## src/rtl/alu_req_arbiter_if.sv

```systemverilog
// Bundle of the requester, ALU and response channels around alu_req_arbiter.
//   slave  : arbiter side (takes requests and ALU results, drives readies,
//            ALU operands and the tagged response)
//   master : environment side (requesters, ALU, response consumer)
interface alu_req_arbiter_if;
  logic       req0_valid, req1_valid;
  logic       req0_ready, req1_ready;
  logic [3:0] req0_a, req1_a;
  logic [3:0] req0_b, req1_b;
  logic [2:0] req0_sel, req1_sel;
  logic [3:0] alu_a, alu_b;
  logic [2:0] alu_sel;
  logic [7:0] alu_y;
  logic       alu_zero, alu_carry;
  logic       rsp_valid, rsp_ready;
  logic       rsp_id;
  logic [7:0] rsp_y;
  logic       rsp_zero, rsp_carry;

  modport slave (
    input  req0_valid, req1_valid, req0_a, req1_a, req0_b, req1_b,
           req0_sel, req1_sel, alu_y, alu_zero, alu_carry, rsp_ready,
    output req0_ready, req1_ready, alu_a, alu_b, alu_sel,
           rsp_valid, rsp_id, rsp_y, rsp_zero, rsp_carry
  );

  modport master (
    output req0_valid, req1_valid, req0_a, req1_a, req0_b, req1_b,
           req0_sel, req1_sel, alu_y, alu_zero, alu_carry, rsp_ready,
    input  req0_ready, req1_ready, alu_a, alu_b, alu_sel,
           rsp_valid, rsp_id, rsp_y, rsp_zero, rsp_carry
  );
endinterface

```

## src/rtl/alu_req_arbiter.sv

```systemverilog
// Shares one combinational alu_8bit between two requesters.
// Ports:
//   clk, rst_n : clock (rising edge), asynchronous active-low reset
//   ena        : gates acceptance of new requests only
//   bus        : request channels, ALU operand/result lines, tagged
//                valid/ready response channel
//   busy       : high while an op is executing or awaiting response handshake
//   ops_done   : completed response handshakes, wraps at 256
module alu_req_arbiter #(
  parameter int unsigned LAT_CYCLES = 1,
  parameter int unsigned FIXED_PRIO = 0
) (
  input  logic             clk,
  input  logic             rst_n,
  input  logic             ena,
  alu_req_arbiter_if.slave bus,
  output logic             busy,
  output logic [7:0]       ops_done
);

  typedef enum logic [1:0] {IDLE, EXEC, RESP} state_t;

  localparam logic [3:0] CNT_INIT = 4'(LAT_CYCLES - 1);

  state_t     state_q, state_d;
  logic       last_q, last_d;
  logic [3:0] cnt_q, cnt_d;
  logic [3:0] alu_a_q, alu_a_d, alu_b_q, alu_b_d;
  logic [2:0] alu_sel_q, alu_sel_d;
  logic       rsp_id_q, rsp_id_d;
  logic [7:0] rsp_y_q, rsp_y_d;
  logic       rsp_zero_q, rsp_zero_d, rsp_carry_q, rsp_carry_d;
  logic [7:0] ops_q, ops_d;
  logic       win0, win1, rdy0, rdy1;

  // r0 wins a tie under fixed priority, or when r1 had the last grant
  assign win0 = bus.req0_valid &
                (~bus.req1_valid | (FIXED_PRIO != 0) | last_q);
  assign win1 = bus.req1_valid & ~win0;
  assign rdy0 = (state_q == IDLE) & ena & win0;
  assign rdy1 = (state_q == IDLE) & ena & win1;

  always_comb begin
    state_d     = state_q;
    last_d      = last_q;
    cnt_d       = cnt_q;
    alu_a_d     = alu_a_q;
    alu_b_d     = alu_b_q;
    alu_sel_d   = alu_sel_q;
    rsp_id_d    = rsp_id_q;
    rsp_y_d     = rsp_y_q;
    rsp_zero_d  = rsp_zero_q;
    rsp_carry_d = rsp_carry_q;
    ops_d       = ops_q;
    case (state_q)
      IDLE: begin
        if (rdy0 | rdy1) begin
          alu_a_d   = rdy1 ? bus.req1_a   : bus.req0_a;
          alu_b_d   = rdy1 ? bus.req1_b   : bus.req0_b;
          alu_sel_d = rdy1 ? bus.req1_sel : bus.req0_sel;
          rsp_id_d  = rdy1;
          last_d    = rdy1;
          cnt_d     = CNT_INIT;
          state_d   = EXEC;
        end
      end
      EXEC: begin
        if (cnt_q == 4'd0) begin
          rsp_y_d     = bus.alu_y;
          rsp_zero_d  = bus.alu_zero;
          rsp_carry_d = bus.alu_carry;
          state_d     = RESP;
        end else begin
          cnt_d = cnt_q - 4'd1;
        end
      end
      RESP: begin
        if (bus.rsp_ready) begin
          ops_d   = ops_q + 8'd1;
          state_d = IDLE;
        end
      end
      default: state_d = IDLE;
    endcase
  end

  always_ff @(posedge clk or negedge rst_n) begin
    if (!rst_n) begin
      state_q     <= IDLE;
      last_q      <= 1'b1;
      cnt_q       <= '0;
      alu_a_q     <= '0;
      alu_b_q     <= '0;
      alu_sel_q   <= '0;
      rsp_id_q    <= 1'b0;
      rsp_y_q     <= '0;
      rsp_zero_q  <= 1'b0;
      rsp_carry_q <= 1'b0;
      ops_q       <= '0;
    end else begin
      state_q     <= state_d;
      last_q      <= last_d;
      cnt_q       <= cnt_d;
      alu_a_q     <= alu_a_d;
      alu_b_q     <= alu_b_d;
      alu_sel_q   <= alu_sel_d;
      rsp_id_q    <= rsp_id_d;
      rsp_y_q     <= rsp_y_d;
      rsp_zero_q  <= rsp_zero_d;
      rsp_carry_q <= rsp_carry_d;
      ops_q       <= ops_d;
    end
  end

  assign bus.req0_ready = rdy0;
  assign bus.req1_ready = rdy1;
  assign bus.alu_a      = alu_a_q;
  assign bus.alu_b      = alu_b_q;
  assign bus.alu_sel    = alu_sel_q;
  assign bus.rsp_valid  = (state_q == RESP);
  assign bus.rsp_id     = rsp_id_q;
  assign bus.rsp_y      = rsp_y_q;
  assign bus.rsp_zero   = rsp_zero_q;
  assign bus.rsp_carry  = rsp_carry_q;
  assign busy           = (state_q != IDLE);
  assign ops_done       = ops_q;

endmodule

```

## src/flat_wrapper.sv

```systemverilog
// flat-port wrapper written by rule: the top's interface ports become plain ports
module alu_req_arbiter_flat 
#(
  parameter int unsigned LAT_CYCLES = 1,
  parameter int unsigned FIXED_PRIO = 0
)
  (clk, rst_n, ena, busy, ops_done, bus_req0_valid, bus_req1_valid, bus_req0_a, bus_req1_a, bus_req0_b, bus_req1_b, bus_req0_sel, bus_req1_sel, bus_alu_y, bus_alu_zero, bus_alu_carry, bus_rsp_ready, bus_req0_ready, bus_req1_ready, bus_alu_a, bus_alu_b, bus_alu_sel, bus_rsp_valid, bus_rsp_id, bus_rsp_y, bus_rsp_zero, bus_rsp_carry);
  alu_req_arbiter_if bus_i ();
  input  logic clk;
  input  logic rst_n;
  input  logic ena;
  output logic busy;
  output logic [7:0] ops_done;
  input wire logic [$bits(bus_i.req0_valid)-1:0] bus_req0_valid;
  input wire logic [$bits(bus_i.req1_valid)-1:0] bus_req1_valid;
  input wire logic [$bits(bus_i.req0_a)-1:0] bus_req0_a;
  input wire logic [$bits(bus_i.req1_a)-1:0] bus_req1_a;
  input wire logic [$bits(bus_i.req0_b)-1:0] bus_req0_b;
  input wire logic [$bits(bus_i.req1_b)-1:0] bus_req1_b;
  input wire logic [$bits(bus_i.req0_sel)-1:0] bus_req0_sel;
  input wire logic [$bits(bus_i.req1_sel)-1:0] bus_req1_sel;
  input wire logic [$bits(bus_i.alu_y)-1:0] bus_alu_y;
  input wire logic [$bits(bus_i.alu_zero)-1:0] bus_alu_zero;
  input wire logic [$bits(bus_i.alu_carry)-1:0] bus_alu_carry;
  input wire logic [$bits(bus_i.rsp_ready)-1:0] bus_rsp_ready;
  output wire logic [$bits(bus_i.req0_ready)-1:0] bus_req0_ready;
  output wire logic [$bits(bus_i.req1_ready)-1:0] bus_req1_ready;
  output wire logic [$bits(bus_i.alu_a)-1:0] bus_alu_a;
  output wire logic [$bits(bus_i.alu_b)-1:0] bus_alu_b;
  output wire logic [$bits(bus_i.alu_sel)-1:0] bus_alu_sel;
  output wire logic [$bits(bus_i.rsp_valid)-1:0] bus_rsp_valid;
  output wire logic [$bits(bus_i.rsp_id)-1:0] bus_rsp_id;
  output wire logic [$bits(bus_i.rsp_y)-1:0] bus_rsp_y;
  output wire logic [$bits(bus_i.rsp_zero)-1:0] bus_rsp_zero;
  output wire logic [$bits(bus_i.rsp_carry)-1:0] bus_rsp_carry;
  assign bus_i.req0_valid = bus_req0_valid;
  assign bus_i.req1_valid = bus_req1_valid;
  assign bus_i.req0_a = bus_req0_a;
  assign bus_i.req1_a = bus_req1_a;
  assign bus_i.req0_b = bus_req0_b;
  assign bus_i.req1_b = bus_req1_b;
  assign bus_i.req0_sel = bus_req0_sel;
  assign bus_i.req1_sel = bus_req1_sel;
  assign bus_i.alu_y = bus_alu_y;
  assign bus_i.alu_zero = bus_alu_zero;
  assign bus_i.alu_carry = bus_alu_carry;
  assign bus_i.rsp_ready = bus_rsp_ready;
  assign bus_req0_ready = bus_i.req0_ready;
  assign bus_req1_ready = bus_i.req1_ready;
  assign bus_alu_a = bus_i.alu_a;
  assign bus_alu_b = bus_i.alu_b;
  assign bus_alu_sel = bus_i.alu_sel;
  assign bus_rsp_valid = bus_i.rsp_valid;
  assign bus_rsp_id = bus_i.rsp_id;
  assign bus_rsp_y = bus_i.rsp_y;
  assign bus_rsp_zero = bus_i.rsp_zero;
  assign bus_rsp_carry = bus_i.rsp_carry;
  alu_req_arbiter #(.LAT_CYCLES(LAT_CYCLES), .FIXED_PRIO(FIXED_PRIO)) u_core (.clk(clk), .rst_n(rst_n), .ena(ena), .bus(bus_i), .busy(busy), .ops_done(ops_done));
endmodule
```

## config.mk

```make
export PLATFORM = sky130hd
export DESIGN_NAME = alu_req_arbiter_flat
export DESIGN_NICKNAME = d
export VERILOG_FILES = /design/src/rtl/alu_req_arbiter_if.sv /design/src/rtl/alu_req_arbiter.sv /design/src/flat_wrapper.sv
export SDC_FILE = /design/constraint.sdc
export NUM_CORES = 1
export LEC_CHECK = 0
export ABC_AREA = 1
export CORE_MARGIN = 10
export CORE_UTILIZATION = 45
export CTS_CLUSTER_SIZE = 24
export DETAILED_ROUTE_END_ITERATION = 7
export PLACE_DENSITY = 0.81
export SLEW_MARGIN = 20
export SYNTH_ARGS = -nofsm -noshare
export SYNTH_HDL_FRONTEND = slang
export SYNTH_SLANG_ARGS = --single-unit
export TNS_END_PERCENT = 30
```

## constraint.sdc

```tcl
create_clock -name clk -period 1.6 [get_ports clk]
set_input_delay 0.48 -clock clk [delete_from_list [all_inputs] [get_ports clk]]
set_output_delay 0.48 -clock clk [all_outputs]
set_load 0.05 [all_outputs]
```

==> results of run 1 <==
## registers in the layout, summed over array words and instances (netlist names)
name / cells
u_core.cnt_q: 4
u_core.bus.rsp_id: 1
u_core.state_q: 2
u_core.ops_done: 8
u_core.bus.alu_a: 4
u_core.bus.alu_b: 4
u_core.bus.rsp_zero: 1
u_core.bus.rsp_carry: 1
u_core.bus.rsp_y: 8
u_core.last_q: 1
u_core.bus.alu_sel: 3
## cell usage in the layout (no fill, tap or decap), types with 4 or more instances in the layout
| master | instances |
|---|---|
| nand4_1 | 5 |
| inv_1 | 46 |
| clkdlybuf4s50_1 | 33 |
| clkbuf_8 | 6 |
| nor2_1 | 6 |
| dfrtp_1 | 36 |
| o21ai_1 | 9 |
| nand3_1 | 41 |
| buf_4 | 23 |
| buf_12 | 35 |
| nand2_1 | 68 |
| inv_2 | 4 |
## what timing repair did
action / CTS / global route
buffers inserted: 10 / 4
setup endpoints to repair: 16 / 15
pin swaps: 4 / 3
resized for setup: 7 / 6
## power by group through the flow
stage	Clock [mW]	Combinational, mW	Sequential, mW
finish	0.676	4.27	1.76
global route	0.723	4.55	1.83
CTS	0.685	4.24	1.76
detailed placement	0	4.13	1.78
global placement	0	4.06	1.76
floorplan	0	1.14	2.68
## worst max-delay path, stage by stage (launching register included)
cell	delay, ns
dfstp_2	0.57
inv_2	0.06
a21boi_4	0.15
nand2_4	0.07
clkinvlp_4	0.09
buf_12	0.13
## metal layers
layer	vias to the layer above	GRT usage	wire (um)
met2	67	0.254	2720
li1	963	-	-
met1	884	0.160	2180
met4	0	0.0442	61
met3	6	0.0826	551
met5	-	0	0
## metrics by stage
| stage | instance area, sq um | util |
|---|---|---|
| 2_1_floorplan | 2000 | - |
| 3_3_place_gp | 3190 | 0.738 |
| 3_5_place_dp | 3190 | 0.738 |
| 4_1_cts | 3350 | 0.774 |
| 5_1_grt | 3380 | 0.783 |
| 6_report | 3380 | 0.783 |
## path summary, 6_finish.rpt
kind	start	endpoint	slack [ns]	cells after the start
min in group clk	u_core.cnt_q[0]	u_core.cnt_q[0]	0.53	2
max in group asynchronous	rst_n	u_core.bus.rsp_y[4]	1.05	2
worst max-delay path	u_core.last_q	bus_req0_ready	-0.24	5
worst max register to register	u_core.last_q	u_core.bus.alu_b[0]	0.06	8
worst min-delay path	rst_n	u_core.bus.alu_sel[2]	0.10	1
worst min register to register	u_core.cnt_q[0]	u_core.cnt_q[0]	0.53	2
## cells by family (layout without fill, tap and decap cells)
family          count (synthesis)  after routing  synth area share
compound gates                 15             15            0.0441
buf+inv                        60            157             0.127
xor+xnor                        5              5            0.0220
fa+ha+maj                       3              3            0.0189
flops                          37             37             0.466
simple gates                  132            132             0.322
## cell type report
class	count	area, sq um
well taps	52	65.1
fillers	288	940
flip-flops and latches	37	927
multi-input cells	155	846
inverters	52	203
repair buffers	97	1250
clock buffers	8	90.1
==> metrics.cfg, run 1 <==
[timing]
setup_tns_ns = -0.591
maxSlewViolCount = 0
hold_ws_ns = 0.105
rsz0062_at_grt = yes
setup_violations = 3
clock_skew_ns = 0.00536
final.min_clock_period_ns = 1.84
finalCritPeriodShare = 1.15
fin_ws_ns = -0.236
max_slew_margin = 0.740
fmax_ghz = 0.545
hold_viol_final = 0
tightest_slew_ns = 0.389

[routing]
vias_per_cell = 4.79
first_pass_iters = 4
drtAntennaViolNets = 0
num_vias = 1920
wl_um = 5520
wire_per_inst_um = 13.8
drt_iter0_drc = 108
drc_errors = 0

[outcome]
violations = setup timing
status = finished, violations left

[cts]
cts_root_buf = clkbuf_8
cts_sinks = 37
clockBufferDepth = 2
cts_tree = yes
numCtsBuffers = 5
hold_buffers = 0
path_clk_slew_ns = 0.07
insertion_delay_ns = 0.29
htreeDepth = 2

[yosys]
ys_seq_area_frac = 0.466
synth_nets = 293
syn_area_sq_um = 1990
ys.flop_type = dfrtp_1
synth-edff-count = 0
synthArstFlopShare = 1.00
yosys.area.top_type_share = 0.453
ys_ff_latch = 37
synth_area_leaders = dfrtp_1 45%, nand2_1 13%, nand3_1 11%
ys.warnings.count = 0
syn_avg_cell_area_sq_um = 7.89
yosysTopAreaCell = dfrtp_1
syn_inst = 252
synth.most_common_cell = nand2_1
yosysUniqueCellTypes = 27
synthTopCellsByCount = 68 x nand2_1, 50 x inv_1, 42 x nand3_1, 36 x dfrtp_1, 9 x o21ai_1

[worst_setup_path]
cp.arrival_ns = 1.36
cp_max_fo = 2
critPathKind = register to output port
required_ns = 1.12
setup.worst_path.end_class = output port
cp-start-kind = register

[floorplanning]
die_h_um = 86.5
core-area_sq_um = 4320
initial_core_util = 0.460
dieArea_sq_um = 7480
ios = 72
row_count = 24
die_w_um = 86.5

[placement]
place_congestion = 0.802
placed_cells = 383
dp_slack_ns = -0.436
io_buffers = 71
dp_hpwl_um = 4190

[power]
ir_drop_uv = 895
clkPwrFrac = 0.101
intPower_mw = 3.68
p_per_area_nw_per_um2 = 1980
seqPwrFrac = 0.262
power.leakage_nw = 1.78
total_power_mw = 6.71
p_sw_frac = 0.452
pwr-share-comb = 0.637
p_sw_mw = 3.03

[global_route]
grt_pass1_vias = 1991
gr-total-overflow = 0
grt_start_max_net_pins = 24
grt_usage = 0.151
antenna_found_initial = 0
grt_pass1_wl_um = 9250

[job]
cap_viol_max_count = 0

[final_layout]
area_growth_pct = 70.2
antenna_cells = 0
nets = 389
fin_cells = 401
drive_above_1_share = 0.252

[hold_path]
hold_path.class = input port to asynchronous set/reset pin

No activity file was read; power rests on OpenSTA's default activity.
==> run 2, diff against run 1 <==
--- a/config.mk
+++ b/config.mk
@@ -15,4 +15,4 @@
 export SYNTH_ARGS = -nofsm -noshare
 export SYNTH_HDL_FRONTEND = slang
 export SYNTH_SLANG_ARGS = --single-unit
-export TNS_END_PERCENT = 30
+export TNS_END_PERCENT = 1
==> run 2 against run 1 <==
Effect of this change:
- the flow still finishes with violations (setup timing)
- highest routed layer unchanged
- design area up 1.2%
- critical path type unchanged
- via count up 1.7%
- setup slack worse by 0.016 ns
- cell count is 0.25% lower
- hold slack gained 0.0032 ns
- die area unchanged
- total power about the same
==> metrics.cfg, run 2 (synthesis gave the netlist of run 1 again) <==
[worst_setup_path]
setup.worst_path.end_class = output port
required_ns = 1.12
cp.arrival_ns = 1.37
cpPeakStageDelay_ns = 0.57
critPathKind = register to output port
cp-start-kind = register
cpMaxStageDelayCell = dfstp_2
cp_cell_sequence = inv_2, a21boi_4, nand2_4, clkinvlp_4, buf_12
cp_max_fo = 2
r2r_slack_ns = -0.09

[routing]
vias_per_cell = 4.88
num_vias = 1953
drtAntennaViolNets = 0
drc_errors = 0
first_pass_iters = 4
drt_iter0_drc = 70
wl_um = 5710
wire_per_inst_um = 14.3

[global_route]
grt_usage = 0.153
antenna_found_initial = 0
grt_pass1_vias = 2043
grt_start_max_net_pins = 24
use_met1 = 0.159
gr-usage-met2 = 0.262
grt_pass1_wl_um = 9360
grt-busiest-layer = met2
gr-total-overflow = 0
met3_usage = 0.0685

[cts]
hold_buffers = 0
cts_tree = yes
insertion_delay_ns = 0.28
path_clk_slew_ns = 0.07
numCtsBuffers = 5
cts_root_buf = clkbuf_8
cts_sinks = 37
htreeDepth = 2
clockBufferDepth = 2

[timing]
fin_ws_ns = -0.252
maxSlewViolCount = 0
rsz0062_at_grt = yes
final.min_clock_period_ns = 1.85
hold_viol_final = 0
tightest_slew_ns = 0.396
max_slew_margin = 0.736
fmax_ghz = 0.540
clock_skew_ns = 0.00500
setup_violations = 14
finalCritPeriodShare = 1.16

[placement]
dp_slack_ns = -0.436
post_dp_cell_area_sq_um = 3190
io_buffers = 71
place_congestion = 0.802
dp_hpwl_um = 4190

[power]
power.leakage_nw = 1.78
p_per_area_nw_per_um2 = 1960
total_power_mw = 6.71
ir_drop_uv = 905

[hold_path]
hold_path.class = input port to asynchronous set/reset pin

[floorplanning]
core-area_sq_um = 4320
ios = 72
die_w_um = 86.5
initial_core_util = 0.460
dieArea_sq_um = 7480
row_count = 24
die_h_um = 86.5

[final_layout]
area_growth_pct = 72.2
fill_cells = 281
design_area_sq_um = 3420
drive_above_1_share = 0.273
antenna_cells = 0
final_cell_mix = 67 x nand2_1, 46 x inv_1, 36 x buf_12, 36 x dfrtp_1
nets = 388
final_common_cell = nand2_1

[job]
cap_viol_max_count = 0

[outcome]
violations = setup timing
status = finished, violations left

==> run 2: final timing paths <==
path,start,endpoint,cells past startpoint
setup / recovery,u_core.last_q,bus_req0_ready,5
hold / removal,rst_n,u_core.bus.alu_sel[2],1
setup reg to reg,u_core.last_q,u_core.bus.alu_a[0],10
hold reg to reg,u_core.cnt_q[0],u_core.cnt_q[0],2
max in group asynchronous,rst_n,u_core.bus.rsp_y[4],2
min in group clk,u_core.cnt_q[0],u_core.cnt_q[0],2
==> run 2: routing by layer <==
| metal | share of wire | vias up |
|---|---|---|
| met4 | 0.020 | 0 |
| li1 | - | 963 |
| met3 | 0.10 | 10 |
| met2 | 0.49 | 71 |
| met5 | 0 | - |
| met1 | 0.39 | 909 |
==> run 2: layout make-up <==
| cell class | instances | area [sq um] | share of cell area |
|---|---|---|---|
| Timing Repair Buffer | 96 | 1260 | 0.368 |
| Tap cell | 52 | 65.1 | 0.0190 |
| Inverter | 52 | 203 | 0.0592 |
| Clock buffer | 8 | 90.1 | 0.0263 |
| Multi-Input combinational cell | 155 | 880 | 0.257 |
| Sequential cell | 37 | 927 | 0.271 |
==> run 2: power breakdown <==
part	total [mW]	switching [mW]	internal (mW)
sequential	1.76	0.433	1.33
combinational	4.28	2.30	1.98
clock	0.671	0.320	0.351
==> run 2: critical path, delay by kind of cell, from the launching register on <==
kind	cells	cell delay (ns)
DFF	1	0.57
buffers and inverters	3	0.29
AOI/OAI and AO/OA	1	0.15
and+or+nand+nor	1	0.07
==> run 2: per-stage QoR <==
step | utilization | hold WS (ns) | cells | setup TNS [ns]
6_report | 0.792 | 0.108 | 400 | -1.26
5_1_grt | 0.792 | 0.123 | 400 | -1.98
4_1_cts | 0.778 | 0.115 | 400 | -1.72
3_5_place_dp | 0.738 | 0.421 | 383 | -5.79
3_3_place_gp | 0.738 | 0.424 | 383 | -4.86
2_1_floorplan | - | 0.184 | 252 | -0.120
==> run 2: what timing repair did <==
action | in CTS | in global routing
endpoints found under the setup margin | 16 | 15
setup buffers | 9 | 1
endpoints found under the hold margin | 0 | 0
gates resized for setup | 9 | 14
pin swaps | 3 | 6
gates cloned | 0 | 0
==> run 3, diff against run 2 <==
--- a/config.mk
+++ b/config.mk
@@ -10,6 +10,7 @@
 export CORE_UTILIZATION = 45
 export CTS_CLUSTER_SIZE = 24
 export DETAILED_ROUTE_END_ITERATION = 7
+export GPL_TIMING_DRIVEN = 0
 export PLACE_DENSITY = 0.81
 export SLEW_MARGIN = 20
 export SYNTH_ARGS = -nofsm -noshare
==> run 3 against run 2 <==
Effect of this change:
- the flow still finishes with violations (setup timing)
- combinational power shrank 21%
- global-route usage fell by 0.99 points
- register-to-register slack improved by 0.21 ns
- sequential share of layout area rose by 3.9 points
- sequential cell count stayed put
- clock skew grew 0.0021 ns
- die area did not move
- clock power shrank 11%
- sequential power down 9.7%
- wire length is 10% lower
- critical path type unchanged
- critical endpoint is now busy
- largest cell class is now flip-flops and latches
- highest routed layer unchanged
==> metrics.cfg, run 3 (synthesis gave the netlist of run 1 again) <==
[worst_setup_path]
cp-start-kind = register
critPathKind = register to output port
required_ns = 1.12
cpPeakStageDelay_ns = 0.53
cp_cell_sequence = inv_4, nand2_8, dlygate4sd2_1
cpMaxStageDelayCell = dlygate4sd2_1
setup.worst_path.end_class = output port
cp.arrival_ns = 1.36
cp_max_fo = 2

[timing]
setup_tns_ns = -0.847
rsz0062_at_grt = yes
hold_viol_final = 0
hold_ws_ns = 0.128
maxSlewViolCount = 0
fin_ws_ns = -0.237
tightest_slew_ns = 0.498
max_slew_margin = 0.670
finalCritPeriodShare = 1.15
fmax_ghz = 0.544
clock_skew_ns = 0.00714
setup_violations = 4
final.min_clock_period_ns = 1.84

[job]
cap_viol_max_count = 0

[final_layout]
fill_cells = 354
antenna_cells = 0
multi_input_area_sq_um = 825
final_common_cell = nand2_1
final_cell_mix = 68 x nand2_1, 47 x inv_1, 42 x nand3_1
fin_cells = 393
postLayoutCoreUtil = 0.692
ff_latch_area_sq_um = 928
nets = 383
area_growth_pct = 50.5
drive_above_1_share = 0.235

[routing]
first_pass_iters = 4
vias_per_cell = 4.73
drt_iter0_drc = 106
drtAntennaViolNets = 0
wl_um = 5110
wire_per_inst_um = 13.0
num_vias = 1857
drc_errors = 0

[floorplanning]
die_h_um = 86.5
die_w_um = 86.5
row_count = 24
ios = 72
core-area_sq_um = 4320
dieArea_sq_um = 7480
initial_core_util = 0.460

[cts]
insertion_delay_ns = 0.29
numCtsBuffers = 5
hold_buffers = 0
path_clk_slew_ns = 0.07
clockBufferDepth = 2
cts_sinks = 37
cts_tree = yes
cts_root_buf = clkbuf_8
htreeDepth = 2

[global_route]
grt_pass1_vias = 1960
antenna_found_initial = 0
gr-total-overflow = 0
grt_usage = 0.143
grt_start_max_net_pins = 22
grt_pass1_wl_um = 8800

[placement]
place_congestion = 0.792
io_buffers = 71
placed_cells = 376
dp_hpwl_um = 3860

[power]
p_per_area_nw_per_um2 = 1860
power.leakage_nw = 1.60
ir_drop_uv = 1020

[hold_path]
hold_path.class = input port to asynchronous set/reset pin

[outcome]
status = finished, violations left
violations = setup timing

==> run 3: layout make-up <==
cell class | instances | area share
clock inverter | 1 | 0.00167
inverter | 52 | 0.0694
tap | 52 | 0.0217
sequential | 37 | 0.310
multi-input combinational | 155 | 0.276
buffer | 7 | 0.0155
timing repair buffer | 84 | 0.283
clock buffer | 5 | 0.0230
==> run 3: worst paths after layout <==
path	slack (ns)	to	from	depth (start not counted)
setup / recovery	-0.24	busy	u_core.state_q[1]	3
hold / removal	0.13	u_core.bus.alu_a[3]	rst_n	1
setup reg to reg	0.12	u_core.bus.alu_sel[0]	u_core.state_q[0]	7
hold reg to reg	0.49	u_core.bus.rsp_y[2]	u_core.bus.rsp_y[2]	2
max in group asynchronous	0.95	u_core.last_q	rst_n	2
min in group clk	0.49	u_core.bus.rsp_y[2]	u_core.bus.rsp_y[2]	2
==> run 3: report_power, final <==
group / switching [mW] / internal, mW
sequential: 0.256 / 1.33
clock: 0.313 / 0.287
combinational: 2.23 / 1.14
total: 2.80 / 2.76
==> run 3: repair_timing <==
action                     4_1_cts  5_1_grt
setup endpoints to repair       34       10
pin swaps                        5        2
gates resized for setup        125       11
setup buffers                    8        4
==> run 3: routing by layer <==
layer / up-vias / global-route usage / routed length, um
met3: 4 / 0.0807 / 596
met1: 835 / 0.154 / 2080
met4: 0 / 0.0442 / 52
met2: 64 / 0.232 / 2380
li1: 954 / - / -
met5: - / 0 / 0
==> run 3: metrics by stage <==
stage	setup WS (ns)	instance area [sq um]	total power, mW
after floorplan	-0.106	2000	3.82
after global placement	-1.29	2780	4.84
after detailed placement	-1.28	2800	4.91
after CTS	-0.292	2990	5.56
after global routing	-0.293	2990	5.95
final	-0.237	2990	5.56
==> run 3: critical path: cells and delay by family, from the launching register on <==
family | cells | cell delay (ns)
AND/OR/NAND/NOR | 1 | 0.07
buffers and inverters | 2 | 0.60
flip-flops | 1 | 0.40
==> RTL change (config.mk and constraints of run 3) <==
The 3 states of `state_t` get a one-hot encoding in 3 bits.
--- a/src/rtl/alu_req_arbiter.sv
+++ b/src/rtl/alu_req_arbiter.sv
@@ -18,7 +18,7 @@
   output logic [7:0]       ops_done
 );
 
-  typedef enum logic [1:0] {IDLE, EXEC, RESP} state_t;
+  typedef enum logic [2:0] {IDLE = 3'b001, EXEC = 3'b010, RESP = 3'b100} state_t;
 
   localparam logic [3:0] CNT_INIT = 4'(LAT_CYCLES - 1);
 
Function: no difference found for any inputs over 10 cycles, from zero or initial values and one cycle with rst_n low; not proved beyond that.
==> RTL change against run 3 <==
  * The run still ends with negative setup slack left
  * Routed wire length is 2.7% higher
  * Total power is 0.94% lower
  * Non-clock buffer count is 9 lower
  * Setup slack worse by 60 ps
  * Register-to-register slack worse by 70 ps
  * Design area is 1.5% lower
  * Sequential cell count is 1 higher
  * Synthesized area is 0.13% higher
  * Critical path type unchanged
  * Critical endpoint is now bus_req1_ready
  * Highest routed layer unchanged
==> RTL change: results (changes against run 3) <==
peakVddDrop_v: 0.00109  # was 0.00102 V
synth_commonest_cells: "nand2_1, inv_1, dfrtp_1"  # was nand2_1, inv_1, nand3_1
grt_usage_pct: 14.3  # about the same
combPwrFrac_pct: 57.5  # was 60.6%
slew_headroom_pct: 73.5  # was 67.0%
routed_wl_um: 5250  # was 5110 um
tns_ps: -904  # was -847 ps
netSwitchingFraction_pct: 50.4  # about the same
ys_seq_area_share_pct: 47.9  # was 46.6%
syn_inst: 263  # was 252
reg2reg_depth: 7  # unchanged
yosysUniqueCellTypes: 24  # was 27
synthArstFlopShare_pct: 100  # unchanged
muxShareOfSynthArea_pct: 0  # unchanged
gp_congestion: 0.794  # was 0.792
skew_ps: 7.95  # was 7.14 ps
synth_xor_area_share_pct: 2.20  # about the same
crit_fanout: 4  # was 2
critPathMaxStageDelay_ps: 590  # was 530 ps
yosys.area_share.adder_pct: 1.89  # about the same
design_area_um2: 2950  # was 2990 um2
clk_latency_ps: 290  # about the same
portBuffers: 71  # unchanged
pg_seq_w: 0.00164  # was 0.00159 W
p_comb_w: 0.00316  # was 0.00337 W
dpl.hpwl_um: 4040  # was 3860 um
grt_pass1_wl_um: 8690  # was 8800 um
setup_viol: 4  # unchanged
clock_path_buffers: 2  # unchanged
worstHoldPathType: "in -> async"  # unchanged
drive_above_1_share_pct: 20.8  # was 23.5%
status: "finished with violations"  # unchanged
worstPathArrival_ps: 1420  # was 1360 ps
yosysWarnings: 0  # unchanged
synth_nets: 304  # was 293
fillCellCount: 386  # was 354
dp.cells: 387  # was 376
dpl_cell_area_um2: 2810  # was 2800 um2
grt_pass1_vias: 1834  # was 1,960
drt_iter0_markers: 126  # was 106
violations: "negative setup slack"  # unchanged
cts_made_buffers: 5  # unchanged
p_leak_nw: 1.59  # was 1.60 nW
grt_antenna_before_repair: 1  # was 0
pre_cts_ws_ps: -1280  # about the same
dr.pass1.iters: 4  # unchanged
synthTopCellsByArea: "dfrtp_1, nand2_1, inv_1"  # was dfrtp_1, nand2_1, nand3_1
via_per_inst: 4.68  # was 4.73
path_clk_slew_ps: 80
slowest_stage: "dfstp_2"  # was dlygate4sd2_1
instances_no_fill: 399  # was 393
slew_viol_final: 0  # unchanged
htree_levels: 2  # unchanged
synth_compound_area_share_pct: 4.90  # was 4.41%
fin_ws_ps: -297  # was -237 ps
power.group.top: "combinational cells"  # unchanged
path_delay_family: "flip-flops"  # was buffers and inverters
grt_max_degree: 25  # was 22
root_buffer: "clkbuf_8"  # unchanged
-- RTL change: changes by cell type in the layout (fill, tap and decap cells not counted), sizes merged, moves of 3 or more --
cell / change
o21ai: +3
buf: -6
nand3: -11
nand2: +15
inv: +3
-- RTL change: worst paths after layout --
check / slack [ps] / end / startpoint
max: -300 / bus_req1_ready / u_core.state_q[0]
min: 100 / u_core.bus.rsp_y[4] / rst_n
max reg2reg: 50 / u_core.bus.alu_b[2] / u_core.state_q[0]
min reg2reg: 470 / u_core.bus.rsp_id / u_core.bus.rsp_id
max in group asynchronous: 970 / u_core.state_q[0] / rst_n
min in group clk: 470 / u_core.bus.rsp_id / u_core.bus.rsp_id
-- RTL change: cells by family (layout without fill, tap and decap cells) --
kind of cell,after synthesis,after routing
flip-flops,38,38
adder cells (fa/ha/maj),3,3
AND/OR/NAND/NOR,138,138
AO/OA/AOI/OAI,18,18
XOR/XNOR,5,5
buffers and inverters,61,144
other,0,1
-- RTL change: layout make-up --
class | instances | area, um2 | share of cell area (%)
Antenna cell | 1 | 2.50 | 0.0849
Buffer | 6 | 41.3 | 1.40
Clock buffer | 6 | 82.6 | 2.80
Clock inverter | 2 | 12.5 | 0.424
Inverter | 54 | 215 | 7.30
Multi-Input combinational cell | 164 | 810 | 27.5
Sequential cell | 38 | 953 | 32.3
Tap cell | 52 | 65.1 | 2.21
Timing Repair Buffer | 76 | 767 | 26.0
-- RTL change: layer usage --
layer	share of wire, %	vias to the layer above	wire length [um]	GRT usage (%)
met5	0	-	0	0
met4	0.88	0	46	4.27
met3	6.8	5	356	5.16
met2	51	41	2680	24.8
met1	41	855	2170	15.8
li1	-	968	-	-
-- RTL change: timing repair --
action	in CTS	in global routing
setup endpoints to repair	39	25
setup buffers	4	0
pin swaps	5	1
resized for setup	124	14
